$ cat config.mk
export PLATFORM = sky130hd
export DESIGN_NAME = spi_master_arbiter
export DESIGN_NICKNAME = d
export VERILOG_FILES = /design/src/rtl/spi_master_arbiter.sv
export SDC_FILE = /design/constraint.sdc
export NUM_CORES = 1
export LEC_CHECK = 0
export BUFFER_PORTS_ARGS = -buffer_cell sky130_fd_sc_hd__buf_2
export CAP_MARGIN = 10
export CORE_MARGIN = 8
export CORE_UTILIZATION = 44
export CTS_CLUSTER_DIAMETER = 30
export DETAILED_ROUTE_END_ITERATION = 6
export PLACE_DENSITY = 0.79
export SETUP_SLACK_MARGIN = 0.2
export SLEW_MARGIN = 20
export SYNTH_ARGS = -nofsm -noshare
export SYNTH_HDL_FRONTEND = slang
export SYNTH_SLANG_ARGS = --single-unit
$ cat constraint.sdc
create_clock -name clk_i -period 1.73 [get_ports clk_i]
set_input_delay 0.346 -clock clk_i [delete_from_list [all_inputs] [get_ports clk_i]]
set_output_delay 0.346 -clock clk_i [all_outputs]
set_load 0.05 [all_outputs]
$ cat src/rtl/spi_master_arbiter.sv
// spi_master_arbiter: round-robin sharing of one spi_master_driver among
// NUM_REQ requesters. A grant is held until the granted requester's last
// byte completes. For each byte the arbiter sequences the driver's
// start/ready handshake and returns the received byte.
// Optional build macro SPI_ARB_TIMEOUT_EN adds a per-byte watchdog with a
// sticky err_o. When the macro is undefined, err_o is tied to 0.
module spi_master_arbiter #(
  parameter int unsigned NUM_REQ        = 4,
  parameter int unsigned TIMEOUT_CYCLES = 4096
) (
  input  logic                 clk_i,
  input  logic                 rst_i,
  input  logic [NUM_REQ-1:0]   req_bi,
  input  logic [NUM_REQ-1:0]   last_bi,
  input  logic [8*NUM_REQ-1:0] tx_data_bi,
  output logic [NUM_REQ-1:0]   gnt_bo,
  output logic                 byte_ack_o,
  output logic                 rx_valid_o,
  output logic [7:0]           rx_data_bo,
  output logic                 busy_o,
  output logic                 err_o,
  output logic                 m_start_o,
  output logic [7:0]           m_data_bo,
  input  logic                 m_ready_i,
  input  logic [7:0]           m_data_bi
);

  localparam int unsigned IDX_W = (NUM_REQ > 1) ? $clog2(NUM_REQ) : 1;

  typedef enum logic [2:0] {
    IDLE,
    START,
    WAIT_ACK,
    WAIT_DONE,
    NEXT
  } state_t;

  state_t             state_q, state_d;
  logic [NUM_REQ-1:0] gnt_q, gnt_d;
  logic [IDX_W-1:0]   idx_q, idx_d;
  logic [IDX_W-1:0]   ptr_q, ptr_d;
  logic [7:0]         data_q, data_d;
  logic               last_q, last_d;
  logic               rx_valid_q, rx_valid_d;
  logic [7:0]         rx_data_q, rx_data_d;

  logic [7:0]         tx_arr [NUM_REQ];
  logic               pick_found;
  logic [IDX_W-1:0]   pick_idx;
  logic [IDX_W-1:0]   rr_cand;
  logic [IDX_W-1:0]   ptr_after;

`ifdef SPI_ARB_TIMEOUT_EN
  localparam int unsigned CNT_W = $clog2(TIMEOUT_CYCLES + 1);
  logic [CNT_W-1:0] cnt_q, cnt_d;
  logic             err_q, err_d;
`endif

  // Unflatten the per-requester TX bytes.
  for (genvar g = 0; g < NUM_REQ; g++) begin : g_tx
    assign tx_arr[g] = tx_data_bi[8*g +: 8];
  end

  // Pick the first request at or after the pointer, with wrap-around.
  always_comb begin
    pick_found = 1'b0;
    pick_idx   = '0;
    rr_cand    = '0;
    for (int unsigned i = 0; i < NUM_REQ; i++) begin
      rr_cand = IDX_W'((32'(ptr_q) + i) % NUM_REQ);
      if (!pick_found && req_bi[rr_cand]) begin
        pick_found = 1'b1;
        pick_idx   = rr_cand;
      end
    end
  end

  // The pointer moves to the requester after the one being released.
  always_comb begin
    ptr_after = (idx_q == IDX_W'(NUM_REQ - 1)) ? '0 : idx_q + IDX_W'(1);
  end

  // Next-state logic and register updates for the arbiter FSM.
  always_comb begin
    state_d    = state_q;
    gnt_d      = gnt_q;
    idx_d      = idx_q;
    ptr_d      = ptr_q;
    data_d     = data_q;
    last_d     = last_q;
    rx_valid_d = 1'b0;
    rx_data_d  = rx_data_q;
`ifdef SPI_ARB_TIMEOUT_EN
    cnt_d      = cnt_q;
    err_d      = err_q;
`endif
    unique case (state_q)
      IDLE: begin
        // m_ready_i must be high before granting. This also covers the
        // wait for the driver to recover after a watchdog abort.
        if (pick_found && m_ready_i) begin
          gnt_d   = NUM_REQ'(1) << pick_idx;
          idx_d   = pick_idx;
          data_d  = tx_arr[pick_idx];
          state_d = START;
        end
      end
      START: begin
        last_d  = last_bi[idx_q];
        state_d = WAIT_ACK;
      end
      WAIT_ACK: begin
        if (!m_ready_i) begin
          state_d = WAIT_DONE;
        end
      end
      WAIT_DONE: begin
        if (m_ready_i) begin
          rx_data_d  = m_data_bi;
          rx_valid_d = 1'b1;
          state_d    = NEXT;
        end
      end
      NEXT: begin
        if (!last_q && req_bi[idx_q]) begin
          data_d  = tx_arr[idx_q];
          state_d = START;
        end else begin
          gnt_d   = '0;
          ptr_d   = ptr_after;
          state_d = IDLE;
        end
      end
      default: begin
        state_d = IDLE;
      end
    endcase
`ifdef SPI_ARB_TIMEOUT_EN
    // The watchdog only fires on a cycle where the handshake made no
    // progress. A byte completing on the limit cycle therefore still counts.
    if (state_q == START) begin
      cnt_d = '0;
    end else if (state_q == WAIT_ACK || state_q == WAIT_DONE) begin
      if (state_d == state_q && cnt_q == CNT_W'(TIMEOUT_CYCLES - 1)) begin
        err_d   = 1'b1;
        gnt_d   = '0;
        ptr_d   = ptr_after;
        state_d = IDLE;
      end else begin
        cnt_d = cnt_q + CNT_W'(1);
      end
    end
`endif
  end

  // State and datapath registers.
  always_ff @(posedge clk_i or negedge rst_i) begin
    if (!rst_i) begin
      state_q    <= IDLE;
      gnt_q      <= '0;
      idx_q      <= '0;
      ptr_q      <= '0;
      data_q     <= '0;
      last_q     <= 1'b0;
      rx_valid_q <= 1'b0;
      rx_data_q  <= '0;
`ifdef SPI_ARB_TIMEOUT_EN
      cnt_q      <= '0;
      err_q      <= 1'b0;
`endif
    end else begin
      state_q    <= state_d;
      gnt_q      <= gnt_d;
      idx_q      <= idx_d;
      ptr_q      <= ptr_d;
      data_q     <= data_d;
      last_q     <= last_d;
      rx_valid_q <= rx_valid_d;
      rx_data_q  <= rx_data_d;
`ifdef SPI_ARB_TIMEOUT_EN
      cnt_q      <= cnt_d;
      err_q      <= err_d;
`endif
    end
  end

  assign gnt_bo     = gnt_q;
  assign byte_ack_o = (state_q == START);
  assign m_start_o  = (state_q == START);
  assign m_data_bo  = data_q;
  assign rx_valid_o = rx_valid_q;
  assign rx_data_bo = rx_data_q;
  assign busy_o     = (state_q != IDLE);
`ifdef SPI_ARB_TIMEOUT_EN
  assign err_o      = err_q;
`else
  assign err_o      = 1'b0;
`endif

endmodule

* Word level (Yosys, flattened, before mapping)
Index checks and enable logic that the tools add are counted.
W data, S select, Z words.
** Cells by class
- Add/subtract/negate cells :: 4
- Order comparisons :: 7
- Eq/ne operators :: 10
- Shift operators :: 1
- Multiplexer cells :: 40
- Bitwise gates (word level) :: 3
- Reduce and logical (&&, ||, !) cells :: 18
** Operators with widths (count)
- $mux W8 :: 6
- $bmux W8 S2 :: 2
- $pmux W8 S2 :: 1
- $lt A2 B3 Y1 const B :: 5
- $pmux W3 S5 :: 1
- $mux W1 :: 13
- $bmux W1 S2 :: 6
- $mux W2 :: 5
- $ne A2 B2 Y1 const B :: 5
- $mux W3 :: 3
- $reduce_and A3 Y1 :: 3
- $mux W4 :: 2
- $pmux W4 S2 :: 1
- $eq A3 B2 Y1 const B :: 2
- $ge A3 B3 Y1 const B :: 2
- $not A2 Y3 :: 2
- $reduce_and A2 Y1 :: 3
- $logic_and A1 B1 Y1 :: 5
- $add A2 B1 Y2 const B :: 2
- $add A2 B2 Y2 const B :: 2
- $logic_not A1 Y1 :: 4
- $shl A1 B2 Y4 const A :: 1
- $eq A3 B1 Y1 const B :: 1
- $eq A3 B3 Y1 const B :: 1
- 5 further kinds :: 5
** Word-level totals
- Flip-flop bits (word level) :: 29
- Input port bits :: 51
- Logic and storage cells :: 91

* Logic depth before layout (Yosys ltp)
- Depth in word-level cells :: 18
- Gate-level depth with buffers :: 7
- Gate-level depth less buffers :: 5

* Worst setup path after synthesis
No wires, ideal clock.
- Kind :: register -> output
- From :: register state_q[1]
- To :: output m_start_o
- Arrival time :: 2.095 ns
- Data required time :: 1.384 ns
- Slack :: -0.711 ns
- Cell stages (with the launch flop) :: 3
- Cell sequence :: dfrtp_1 -> nor3b_1 -> buf_4
** Between the ends
- Cells in the longest elaborated chain, start to end :: 1
** Ends and longest elaborated chain
- from (decl) :: RTL line 38 : state_t state_q, state_d;
- from (signal assigned) :: RTL line 172 : state_q <= state_d;
- $eq A3 B1 Y1
- to (decl) :: RTL line 22 : output logic m_start_o,
Every way passes these cells.

* Worst setup path after layout
- From :: register ptr_q[1]
- To :: register data_q[6] (netlist: m_data_bo[6])
** Between the ends
- Cells in the longest elaborated chain, start to end :: 18
** Ends and longest elaborated chain
- from (decl) :: RTL line 41 : logic [IDX_W-1:0] ptr_q, ptr_d;
- from (signal assigned) :: RTL line 175 : ptr_q <= ptr_d;
- parallel branches: the longest is 18 deep, another holds $add A2 B1 Y2
- to (signal assigned) :: RTL line 176 : data_q <= data_d;
- to (decl) :: RTL line 42 : logic [7:0] data_q, data_d;
Several ways; the timed one is not identified. The select of a mux whose other input is x is not followed.
A chain may end at the register's enable or synchronous reset.

==> results.yml <==
global_routing:
  grt_pass1_wl_microns: 10000
  grt_pass1_vias: 2107
  overflow: 0
  grt_use_total_pct: 19.5
  grt_max_degree: 30
  antenna_found_initial: 0
logic_synthesis:
  synth_most_common_cell: "nand2_1"
  synth-xor-area-share_pct: 0
  synthAdderAreaFrac_pct: 0.663
  syn-cell-area_sq_mm: 0.00189
  synth_top_area_share_pct: 38.5
  ys_warn_count: 0
  synth_compound_area_share_pct: 21.0
  syn-num-nets: 244
  synth-simple-area-share_pct: 17.7
  yosysTopAreaCell: "dfrtp_1"
  synth_ff_type: "dfrtp_1"
  syn_avg_cell_area_sq_um: 9.83
  synth_edf_count: 0
  synth_area_leaders: "dfrtp_1 (38%), mux4_2 (12%), nand2_1 (8.2%)"
  yosys-top-cells-count: "nand2_1 (41), dfrtp_1 (29), o21ai_0 (13)"
  synth.area.mux_share_pct: 17.2
  synth_async_sr_flop_share_pct: 100
  netlist_instances: 192
  synth_top_family_by_area: "compound AO/OA/AOI/OAI gates"
  seq_area_frac_synth_pct: 38.5
  ys_ff_latch: 29
  synth.distinct_cells: 45
worst_setup_path:
  crit_fanout: 6
  r2r_slack_ns: -0.14
  cp_top_family: "compound AO/OA/AOI/OAI gates"
  cpMostUsedCell: "mux2_4"
  end_kind: "register"
  cp_slowest_cell: "dfrtp_1"
  max_stage_delay_ns: 0.41
  critPathBufInv: 0
  critPathLaunchType: "register"
  worstPathRequired_ns: 1.90
  critical_path.cell_chain: "mux2_4 > o221ai_4 > mux2_4 > a221oi_2 > o31ai_1"
  worst-setup-path-type: "register to register"
  cp_data_arrival_time_ns: 2.03
floorplanning:
  ios: 76
  start_util_pct: 44.6
  die_area_sq_mm: 0.00664
  fp-row-count: 24
  coreArea_sq_mm: 0.00423
  die_w_microns: 81.5
  die_h_microns: 81.5
power_and_ir_drop:
  irDropWorstVdd_mv: 1.05
  pwr-share-seq_pct: 21.9
  switching_share_pct: 46.6
  pwr-share-clk_pct: 13.4
  total_power_mw: 5.38
  power_frac_comb_pct: 64.6
  power.density_mw_per_mm2: 1840
  internal-power_mw: 2.88
  p_switching_mw: 2.51
  p_leak_nw: 1.51
detailed_routing:
  wl_per_cell_microns: 19.3
  ant_nets: 0
  routed_via_density: 5.71
  wl_met1_microns: 2410
  highest_layer: "met4"
  drcViolationCount: 0
  wl_microns: 6800
  vias: 2015
  met3_length_microns: 736
  drt_iter0_markers: 119
  wl_met2_microns: 3410
  firstDrtPassIters: 4
sta:
  timing.fmax_ghz: 0.536
  setup_viol: 9
  layout_setup_ws_ns: -0.135
  finalHoldViolCount: 0
  fin_crit_ns: 1.87
  finalCritPeriodShare_pct: 108
  fin_skew_ns: 0.00429
  rsz0062_at_grt: "true"
  slew_violations: 0
  timing.hold.ws_ns: 0.0889
  tightest_slew_ns: 0.652
  relSlewSlack_pct: 56.5
  tns_ns: -0.485
layout:
  post_route_cells_drive_above_1_share_pct: 57.8
  fin_nets: 352
  syn_to_final_growth_pct: 55.2
  diodes: 0
  utilization_pct: 69.2
clocking:
  cts_max_level: 2
  cts-buffers-inserted: 5
  clk_latency_ns: 0.28
  cts-root-buf: "clkbuf_8"
  path_clk_slew_ns: 0.06
  cts_sinks: 29
  clockBufferDepth: 2
  cts_tree: "yes"
run_status:
  outcome: "complete, but fails checks"
  failed_checks: "negative setup slack"
run:
  max_cap_violations: 0
hold_path:
  hp-class: "primary input to async pin"
placement:
  gp_congestion: 0.859
  hpwl_microns: 4450
  port_buffers: 74
## cell families (layout without fill, tap and decap cells)
group                      after synthesis  count (layout)
AOI/OAI and AO/OA                       51              51
adders and majority gates                1               1
buffers and inverters                   19             128
DFF                                     29              29
muxes                                   19              19
other                                    1               1
and+or+nand+nor                         72              72
## worst reg2reg max path: stages, from the launching register on
cell	delay, ns
dfrtp_1	0.41
mux2_4	0.32
o221ai_4	0.31
mux2_4	0.34
a221oi_2	0.26
o31ai_1	0.10
## metal layers
metal	vias to the layer above	GRT usage (%)
li1	923	-
met1	955	20.8
met2	114	33.5
met3	23	8.21
met4	0	7.68
met5	-	0
## worst paths after layout
path                                     from             to  cells after the start
worst min register to register  rx_data_bo[2]  rx_data_bo[2]                      2
worst min-delay path                    rst_i  rx_data_bo[1]                      1
min in group clk_i               m_data_bi[3]  rx_data_bo[3]                      3
worst max register to register       ptr_q[1]   m_data_bo[6]                      5
worst max-delay path                 ptr_q[1]   m_data_bo[6]                      5
max in group asynchronous               rst_i      gnt_bo[1]                      1
## power groups by stage
stage	clock, mW	combinational [mW]	sequential (mW)
4_1_cts	0.737	3.15	1.16
2_1_floorplan	0	1.25	1.89
6_report	0.724	3.48	1.18
3_3_place_gp	0	2.73	1.14
3_5_place_dp	0	2.79	1.15
5_1_grt	0.766	3.67	1.22
## sequential cells by signal (all words and copies together) (netlist names)
signal      cells
m_data_bo       8
rx_data_bo      8
gnt_bo          4
state_q         3
idx_q           2
ptr_q           2
last_q          1
rx_valid_o      1
## metrics by stage
step | worst slack, ns | cells | instance area (sq um)
after floorplan | -0.135 | 192 | 1900
after global placement | -0.129 | 329 | 2460
after detailed placement | -0.188 | 329 | 2460
after CTS | -0.127 | 346 | 2780
after global routing | -0.200 | 353 | 2930
final | -0.135 | 353 | 2930
## cells in the final DEF (no fill, tap or decap), types with 2 or more instances in the layout
cell	n
buf_2	71
nand2_1	32
dfrtp_1	29
buf_4	26
buf_6	14
mux4_2	10
nand2_2	9
nor2_1	9
o21ai_0	7
a21o_1	6
clkbuf_8	6
o21ai_1	5
mux2_4	5
nand3_2	4
inv_1	4
o211ai_1	4
a32oi_1	4
a41o_1	4
a221oi_2	3
o31ai_1	3
nand4b_1	2
inv_2	2
and3_1	2
nand2b_1	2
a21oi_1	2
mux2_2	2
o21ai_2	2
## repair_timing
| item | 4_1_cts | 5_1_grt |
|---|---|---|
| hold buffers | 0 | 0 |
| pin swaps | 19 | 6 |
| setup endpoints to repair | 20 | 27 |
| gates cloned | 2 | 1 |
| setup buffers | 7 | 6 |
| resized for setup | 43 | 22 |
## final cells by class
cell class,count,area [sq um]
clock inverter,1,30.0
inverter,6,22.5
timing repair buffer,114,768
clock buffer,7,86.3
tap,52,65.1
multi-input combinational,144,1230
fill,303,1310
sequential,29,726
Power figures use the tool's default switching activity.
